`src/rtl/div_pkg.sv`:
```
`default_nettype none
// ============================================================================
// Module      : div_pkg
// Description : Shared definitions for the divider scheduler: operand width,
//               default watchdog limit, FSM state encoding and the requester
//               index type.
// Ports       : none (package)
// Revision    : 1.0 - initial release
// ============================================================================
package div_pkg;

    localparam int DW      = 10;   // operand / quotient width
    localparam int TIMEOUT = 63;   // max WAIT cycles before the op is aborted

    typedef enum logic [1:0] {
        IDLE  = 2'd0,
        ISSUE = 2'd1,
        WAIT  = 2'd2,
        RESP  = 2'd3
    } div_sched_state_t;

    // Two requesters, so one bit selects between them.
    typedef logic req_idx_t;

endpackage
`default_nettype wire

```
`src/rtl/rr_arb2.sv`:
```
`default_nettype none
// ============================================================================
// Module      : rr_arb2
// Description : Two-input round-robin arbiter, purely combinational. When
//               both inputs request, the one that was not granted last wins.
//               The last-grant pointer itself is owned by the caller.
// Ports       : req  [1:0] in  - request per input
//               last       in  - index of the input granted most recently
//               gnt  [1:0] out - one-hot grant, or zero if no request
// Revision    : 1.0 - initial release
// ============================================================================
module rr_arb2
    import div_pkg::*;
(
    input  logic [1:0] req,
    input  req_idx_t   last,
    output logic [1:0] gnt
);

    assign gnt[0] = req[0] & (~req[1] | last);
    assign gnt[1] = req[1] & (~req[0] | ~last);

endmodule
`default_nettype wire

```
`src/rtl/div_sched.sv`:
```
`default_nettype none
// ============================================================================
// Module      : div_sched
// Description : Shares one sequential divider between two requesters.
//               Arbitrates round-robin, latches the winner's operands, pulses
//               the divider start, waits for completion under a watchdog and
//               returns the result on a shared bus with a per-requester
//               one-cycle valid strobe. Zero divisors are answered directly
//               without using the divider.
// Ports       : clk, rst                 - clock, async active-high reset
//               req_valid/req_ready [1:0]- request handshake per requester
//               req_a0/b0, req_a1/b1     - operands per requester
//               rsp_valid [1:0]          - response strobe per requester
//               rsp_q, rsp_ov, rsp_dvz,
//               rsp_err                  - shared result, held until next RESP
//               div_start, div_a, div_b  - divider command side
//               div_q, div_busy, div_valid,
//               div_ov, div_dvz          - divider result side
// Revision    : 1.0 - initial release
// ============================================================================
module div_sched #(
    parameter int DW      = div_pkg::DW,
    parameter int TIMEOUT = div_pkg::TIMEOUT
) (
    input  logic          clk,
    input  logic          rst,
    input  logic [1:0]    req_valid,
    output logic [1:0]    req_ready,
    input  logic [DW-1:0] req_a0,
    input  logic [DW-1:0] req_b0,
    input  logic [DW-1:0] req_a1,
    input  logic [DW-1:0] req_b1,
    output logic [1:0]    rsp_valid,
    output logic [DW-1:0] rsp_q,
    output logic          rsp_ov,
    output logic          rsp_dvz,
    output logic          rsp_err,
    output logic          div_start,
    output logic [DW-1:0] div_a,
    output logic [DW-1:0] div_b,
    input  logic [DW-1:0] div_q,
    input  logic          div_busy,
    input  logic          div_valid,
    input  logic          div_ov,
    input  logic          div_dvz
);

    import div_pkg::*;

    // r_cnt holds the number of WAIT cycles already completed, so it only
    // needs to reach TIMEOUT-1.
    localparam int c_CNT_W = (TIMEOUT > 2) ? $clog2(TIMEOUT) : 1;
    localparam logic [c_CNT_W-1:0] c_CNT_LAST = c_CNT_W'(TIMEOUT - 1);

    div_sched_state_t   r_state;
    div_sched_state_t   w_state_nxt;
    req_idx_t           r_owner;
    req_idx_t           r_last;
    logic [c_CNT_W-1:0] r_cnt;

    logic [1:0]         w_arb_gnt;
    logic               w_arb_en;
    logic               w_grant;
    req_idx_t           w_win;
    logic [DW-1:0]      w_a;
    logic [DW-1:0]      w_b;
    logic               w_done;
    logic               w_tmo;

    rr_arb2 u_arb (
        .req  (req_valid),
        .last (r_last),
        .gnt  (w_arb_gnt)
    );

    // Grants only from IDLE with the divider free. Gating with rst keeps
    // req_ready low for the whole reset interval, not just after the edge.
    assign w_arb_en  = (r_state == IDLE) && !div_busy && !rst;
    assign req_ready = w_arb_en ? w_arb_gnt : 2'b00;
    assign w_grant   = |req_ready;
    assign w_win     = req_ready[1];
    assign w_a       = w_win ? req_a1 : req_a0;
    assign w_b       = w_win ? req_b1 : req_b0;

    assign div_start = (r_state == ISSUE);
    assign rsp_valid = (r_state == RESP) ? {r_owner, ~r_owner} : 2'b00;

    always_ff @(posedge clk or posedge rst) begin
        if (rst) begin
            r_state <= IDLE;
        end else begin
            r_state <= w_state_nxt;
        end
    end

    always_comb begin
        w_state_nxt = r_state;
        w_done      = 1'b0;
        w_tmo       = 1'b0;
        case (r_state)
            IDLE: begin
                if (w_grant) begin
                    w_state_nxt = (w_b == '0) ? RESP : ISSUE;
                end
            end
            ISSUE: begin
                w_state_nxt = WAIT;
            end
            WAIT: begin
                // div_valid seen in the first WAIT cycle belongs to the
                // previous operation, so it only counts once r_cnt != 0.
                if ((r_cnt != '0) && div_valid) begin
                    w_done      = 1'b1;
                    w_state_nxt = RESP;
                end else if (r_cnt == c_CNT_LAST) begin
                    w_tmo       = 1'b1;
                    w_state_nxt = RESP;
                end
            end
            RESP: begin
                w_state_nxt = IDLE;
            end
            default: begin
                w_state_nxt = IDLE;
            end
        endcase
    end

    always_ff @(posedge clk or posedge rst) begin
        if (rst) begin
            r_owner <= 1'b0;
            r_last  <= 1'b1;     // requester 0 wins the first tie
            r_cnt   <= '0;
            div_a   <= '0;
            div_b   <= '0;
            rsp_q   <= '0;
            rsp_ov  <= 1'b0;
            rsp_dvz <= 1'b0;
            rsp_err <= 1'b0;
        end else begin
            case (r_state)
                IDLE: begin
                    if (w_grant) begin
                        r_owner <= w_win;
                        div_a   <= w_a;
                        div_b   <= w_b;
                        if (w_b == '0) begin
                            rsp_q   <= '0;
                            rsp_ov  <= 1'b0;
                            rsp_dvz <= 1'b1;
                            rsp_err <= 1'b0;
                        end
                    end
                end
                ISSUE: begin
                    r_cnt <= '0;
                end
                WAIT: begin
                    r_cnt <= r_cnt + 1'b1;
                    if (w_done) begin
                        rsp_q   <= div_q;
                        rsp_ov  <= div_ov;
                        rsp_dvz <= div_dvz;
                        rsp_err <= 1'b0;
                    end else if (w_tmo) begin
                        rsp_q   <= '0;
                        rsp_ov  <= 1'b0;
                        rsp_dvz <= 1'b0;
                        rsp_err <= 1'b1;
                    end
                end
                RESP: begin
                    r_last <= r_owner;
                end
                default: begin
                end
            endcase
        end
    end

endmodule
`default_nettype wire
```
`config.mk`:
```
export PLATFORM = sky130hd
export DESIGN_NAME = div_sched
export DESIGN_NICKNAME = d
export VERILOG_FILES = /design/src/rtl/div_pkg.sv /design/src/rtl/rr_arb2.sv /design/src/rtl/div_sched.sv
export SDC_FILE = /design/constraint.sdc
export NUM_CORES = 1
export LEC_CHECK = 0
export CAP_MARGIN = 20
export CORE_MARGIN = 2
export CORE_UTILIZATION = 41
export DETAILED_ROUTE_END_ITERATION = 6
export HOLD_SLACK_MARGIN = 0.06
export MAX_ROUTING_LAYER = met4
export PLACE_DENSITY = 0.78
export SETUP_SLACK_MARGIN = 0.2
export SLEW_MARGIN = 20
export SYNTH_ARGS = -nofsm -noshare
export SYNTH_HDL_FRONTEND = slang
export SYNTH_SLANG_ARGS = --single-unit
```
`constraint.sdc`:
```
create_clock -name clk -period 3.2 [get_ports clk]
set_clock_uncertainty 0.15 [all_clocks]
set_input_delay 0.32 -clock clk [delete_from_list [all_inputs] [get_ports clk]]
set_output_delay 0.32 -clock clk [all_outputs]
set_load 0.1 [all_outputs]
```
; Word-level counts from Yosys, hierarchy flattened
; Cells that the tools add are included.
; Widths: inputs -> output; s select.
[totals]
inputBits = 58
word_cells = 73
ff_bits = 43
output_inout_bits = 38
[op_classes]
n_bitwise = 8
mux = 32
reduce_logical = 14
eq_ne = 8
addsub = 1
[ops]
columns = operator, n
row1 = $mux 10, 6
row2 = $pmux 10 s2, 1
row3 = $mux 1, 14
row4 = $mux 2, 6
row5 = $pmux 6 s2, 1
row6 = $logic_not 10->1, 1
row7 = $pmux 2 s4, 1
row8 = $add 6x1->6 const B, 1
row9 = $eq 6x6->1 const B, 1
row10 = $ne 3x3->1 const B, 2
row11 = $pmux 1 s2, 3
row12 = $reduce_bool 6->1, 1
row13 = $eq 2x2->1 const B, 2
row14 = $not 1->1, 4
row15 = $reduce_and 2->1, 2
row16 = $reduce_and 4->1, 1
row17 = $reduce_bool 2->1, 2
row18 = $logic_and 1x1->1, 3
row19 = $and 1x1->1, 2
row20 = $eq 2x1->1 const B, 1
row21 = $logic_not 1->1, 2
row22 = $logic_not 2->1, 1
row23 = $ne 2x1->1 const B, 1
row24 = $ne 2x2->1 const B, 1
row25 = 2 further kinds, 3

; Logic depth before layout (Yosys ltp)
[depth]
ltp_word = 9
depth_mapped = 8
depth_no_buf = 7

; By module
; A second synthesis with hierarchy kept.
[hier_totals]
hier_cells = 206
area_unflattened_um2 = 2174.6
[modules_own_cells]
columns = module, seq_area_each_um2, area_per_inst_um2, cells_per_inst, n_inst
row1 = div_sched, 1077.3, 2155.8, 203, 1
row2 = rr_arb2, 0.0, 18.8, 3, 1

; Worst setup path before layout
; Ideal clock, no wire load.
[synth_timing]
path_type = reg-to-reg
start = reg r_state[0]
end = reg div_a[0]
path_buffers = 1
synth_period_minus_slack_ns = 2.807
t_required_ns = 2.968
arrival_ns = 2.575
path_slack_ns = 0.393
path_stages_with_launch = 9
setup_time_ns = 0.082
cell_sequence = dfrtp_1 -> inv_1 -> ha_1 -> nor3b_1 -> nand3_1 -> inv_1 -> clkbuf_1 -> nand2_1 -> a31oi_1
[synth_via]
elab_chain_len = 6
word_cells_on_any_way = 7
classes_between = mux (2) / reduce/logical (5)
[synth_lines]
columns = element, line
row1 = start: declaration, div_sched.sv:55  ; div_sched_state_t r_state;
row2 = start signal: assignment, div_sched.sv:92  ; r_state <= w_state_nxt;
row3 = $logic_not 2->1 (*), div_sched.sv:78  ; assign w_arb_en = (r_state == IDLE) && !div_busy && !rst;
row4 = $logic_and 1x1->1 (*) (2 in series), div_sched.sv:78
row5 = $mux 2 (*), div_sched.sv:79  ; assign req_ready = w_arb_en ? w_arb_gnt : 2'b00;
row6 = net req_ready[1], div_sched.sv:28  ; output logic [1:0] req_ready,
row7 = $reduce_or 2->1, div_sched.sv:80  ; assign w_grant = |req_ready;
row8 = $reduce_and 2->1 (no source line), n/a
row9 = end signal: assignment, div_sched.sv:145  ; div_a <= w_a;
row10 = end: declaration, div_sched.sv:39  ; output logic [DW-1:0] div_a,
; The timed path passes the listed nets; every way through them passes the cells marked *.
; A chain may end at the register's enable or synchronous reset.

; Worst setup path after layout
[layout_timing]
start = reg r_cnt[0]
end = reg rsp_dvz
[layout_via]
elab_chain_len = 6
word_cells_on_any_way = 12
classes_between = eq/ne (2) / mux (7) / reduce/logical (3)
[layout_lines]
columns = element, line
row1 = start: declaration, div_sched.sv:59  ; logic [c_CNT_W-1:0] r_cnt;
row2 = start signal: assignment, div_sched.sv:159  ; r_cnt <= r_cnt + 1'b1;
row3 = $eq 6x6->1 / $reduce_bool 6->1 (equally long branches), "div_sched.sv:115, div_sched.sv:112"
row4 = $mux 1 / $logic_and 1x1->1 (equally long branches), "div_sched.sv:115, div_sched.sv:112"
row5 = $mux 1, div_sched.sv:112  ; if ((r_cnt != '0) && div_valid) begin
row6 = $mux 1, div_sched.sv:100  ; case (r_state)
row7 = $ne 3x3->1 (no source line) / $mux 1 (equally long branches), n/a
row8 = $reduce_and 4->1 (no source line) / $pmux 1 s2 (equally long branches), n/a
row9 = end signal: assignment, div_sched.sv:163  ; rsp_dvz <= div_dvz;
row10 = end: declaration, div_sched.sv:36  ; output logic rsp_dvz,
; Parallel ways exist; a longest one is shown, timed or not.

==> flow_metrics.env <==
export IMPL_grt_antenna_before_repair=0
export IMPL_ctsLongestPathBuffers=2
export IMPL_cts_root_buffer="sky130_fd_sc_hd__clkbuf_8"
export IMPL_synth_most_common_cell="sky130_fd_sc_hd__dfrtp_1"
export IMPL_dp_final_hpwl_um=3840
export IMPL_hold_path_cell_count=1
export IMPL_post_cts_buffers=0
export IMPL_grt_util_all_layers=0.183
export IMPL_numCtsBuffers=5
export IMPL_run_status="complete, no violations"
export IMPL_final_max_slew_violation_count=0
export IMPL_design_area_mm2=0.00322
export IMPL_start_util=0.419
export IMPL_vias_in_the_first_global_route=1699
export IMPL_max_slew_margin_rel=0.345
export IMPL_finalHoldViolCount=0
export IMPL_final_cells=382
export IMPL_placed_cells=374
export IMPL_dr_total_vias=1882
export IMPL_category_of_the_most_critical_setup_path="reg -> reg"
export IMPL_cts_hold_repair_buffers=0
export IMPL_number_of_core_rows=26
export IMPL_tritoncts="built"
export IMPL_highest_clock_rate_mhz=371
export IMPL_worstMarginPinSlew_ns=0.980
export IMPL_timing_rr_start="r_cnt[0]"
export IMPL_synthToLayoutAreaGrowth_pct=52.5
export IMPL_worst_case_reg_to_reg_path_depth=7
export IMPL_sink_count_of_the_clock_tree=43
export IMPL_drtAntennaViolNets=0
export IMPL_cap_violations=0
export IMPL_setup_viol=0
export IMPL_timing_critical_path_arrival_ns=2.72
export IMPL_die_area_mm2=0.00574
export IMPL_grt_first_pass_wirelength_um=7670
export IMPL_worst_hold_startpoint="rsp_q[1]"
export IMPL_worst_hold_path_endpoint="rsp_q[1]"
export IMPL_netlist_instances=217
export IMPL_hold_path_class="reg -> reg"
export IMPL_cts_htree_levels=2
export IMPL_syn_num_nets=283
export IMPL_ys_types=33
export IMPL_detail_route_wirelength_um=5110
export IMPL_average_vias_per_placed_instance=4.93
export IMPL_synth_edf_count=0
export IMPL_post_route_cells_drive_above_1_share=0.0962
export IMPL_place_area_mm2=0.00312
export IMPL_largest_net_degree_at_the_start_of_global_routing=44
export IMPL_globalRoute_totalOverflow=0
export IMPL_crit_path_end_kind="flip-flop"
export IMPL_tns_ns=0
export IMPL_cp_max_fo=13
export IMPL_synth_area_leader="sky130_fd_sc_hd__dfrtp_1"
export IMPL_cts_repair_resize_count=0
export IMPL_router_iterations_before_antenna_repair=4
export IMPL_synthesis_yosys_warnings=0
export IMPL_gp_congestion=0.737
export IMPL_postLayoutSetupSlackWorst_ns=0.506
export IMPL_worstPathCellList="inv_1 -> ha_1 -> or4b_2 -> o21ai_2 -> and3_1 -> a211o_1 -> mux2_1"
export IMPL_routed_wire_length_per_instance_um=13.4
export IMPL_insertedDiodeCount=0
export IMPL_synth_async_reset_ratio=1.00
export IMPL_design_portCount=96
export IMPL_cts_reportedPaths_clkPinSlew_ns=0.08
export IMPL_ys_seq_area_frac=0.510
export IMPL_period_share=0.842
export IMPL_detail_route_iter0_violations=73
export IMPL_synthesis_area_per_instance_um2=9.73
export IMPL_setup_reg_to_reg_worst_slack_ns=0.51
export IMPL_synth_commonest_cells="sky130_fd_sc_hd__dfrtp_1 (42), sky130_fd_sc_hd__nand2_1 (33), sky130_fd_sc_hd__nor2_1 (22), sky130_fd_sc_hd__a21oi_1 (13), sky130_fd_sc_hd__mux2i_1 (13)"
export IMPL_die_w_um=75.8
export IMPL_critical_path_reg2reg_endpoint="rsp_dvz"
export IMPL_synthDominantCellAreaShare=0.498
export IMPL_chipHeight_um=75.8
export IMPL_synth_flop_cell="sky130_fd_sc_hd__dfrtp_1"
export IMPL_drt_drc_violations_left=0
export IMPL_critPathRequiredTime_ns=3.22
export IMPL_fin_nets=377
export IMPL_cpMaxStageDelayCell="sky130_fd_sc_hd__or4b_2"
export IMPL_synth_seq_cells=43
export IMPL_mappedNetlistArea_mm2=0.00211
export IMPL_worstSetupStartpointType="flip-flop"
export IMPL_detailedPlace_worstSlack_ns=0.362
export IMPL_worstSkewPairLatency_ns=0.29
export IMPL_fp_coreArea_mm2=0.00504
export IMPL_critical_path_max_stage_delay_ns=0.59
export IMPL_synth_area_top_cells="sky130_fd_sc_hd__dfrtp_1 (50%), sky130_fd_sc_hd__mux2i_1 (6.2%), sky130_fd_sc_hd__nand2_1 (5.9%)"
export IMPL_finalWorstPathRequiredPeriod_ns=2.69
export IMPL_input_output_buffers=95
export IMPL_rsz0062_at_grt="false"
cells in the final DEF, fill, tap and decap left out, types with 2 or more instances in the layout:
cell type and count:
sky130_fd_sc_hd__or4_1 4, sky130_fd_sc_hd__nor2_1 22, sky130_fd_sc_hd__nor3b_1 3, sky130_fd_sc_hd__buf_4 13, sky130_fd_sc_hd__a31oi_1 10, sky130_fd_sc_hd__o31ai_1 2, sky130_fd_sc_hd__a22o_1 11, sky130_fd_sc_hd__clkdlybuf4s50_1 85
sky130_fd_sc_hd__inv_1 9, sky130_fd_sc_hd__nand2_1 33, sky130_fd_sc_hd__clkbuf_8 7, sky130_fd_sc_hd__and3_1 2, sky130_fd_sc_hd__o21ai_0 7, sky130_fd_sc_hd__mux2_2 2, sky130_fd_sc_hd__mux2i_1 13, sky130_fd_sc_hd__nor4_1 2
sky130_fd_sc_hd__a21oi_1 13, sky130_fd_sc_hd__nand3_1 7, sky130_fd_sc_hd__dfrtp_1 42, sky130_fd_sc_hd__ha_1 8
how the worst max path moves through the flow:
stage	startpoint	end	cells after the start
5_1_grt	r_state[0]	rsp_dvz	7
3_3_place_gp	req_b0[4]	rsp_dvz	6
4_1_cts	r_state[0]	req_ready[1]	7
3_5_place_dp	req_b0[4]	rsp_dvz	6
6_report	r_cnt[0]	rsp_dvz	7
2_1_floorplan	r_state[0]	div_a[0]	8
state kept, by name, summed over array words and instances, names as in the netlist:
register and count:
r_state 2, r_last 1, div_a 10, r_cnt 6
rsp_err 1, rsp_q 10, div_b 10, r_owner 1
rsp_dvz 1, rsp_ov 1
critical path, delay by kind of cell (launching register included):
kind | cells | cell delay (ns)
adder cells (fa/ha/maj) | 1 | 0.16
buffers and inverters | 1 | 0.12
flip-flops | 1 | 0.41
AND/OR/NAND/NOR | 2 | 0.79
AO/OA/AOI/OAI | 2 | 0.58
multiplexers | 1 | 0.36
cell type report:
class	count	area, µm²
clock buffers	8	100
inverters	11	45.0
flip-flops and latches	43	1080
multi-input cells	151	941
fillers	408	1820
repair buffers	99	968
well taps	70	87.6
logic make-up after synthesis:
logic type	Yosys count	share of synthesized area
adder cells (fa/ha/maj)	8	0.0474
flip-flops	43	0.510
AND/OR/NAND/NOR	79	0.171
buffers and inverters	23	0.0450
AO/OA/AOI/OAI	48	0.149
multiplexers	16	0.0776
stage by stage:
stage                util  hold slack [ns]
floorplan               -            0.310
global placement    0.618            0.332
detailed placement  0.618            0.340
CTS                 0.638            0.358
global route        0.638            0.375
finish              0.638            0.354
routing by layer:
| layer | share of wire | track usage | up-vias |
|---|---|---|---|
| met5 | 0 | - | - |
| met4 | 0.015 | 0.0643 | 0 |
| met3 | 0.054 | 0.0437 | 6 |
| met2 | 0.49 | 0.297 | 60 |
| met1 | 0.44 | 0.223 | 870 |
| li1 | - | - | 946 |
Power is left out: the tool's default activity adds up to more than one toggle a clock period on the data nets, which glitch-free logic cannot reach.
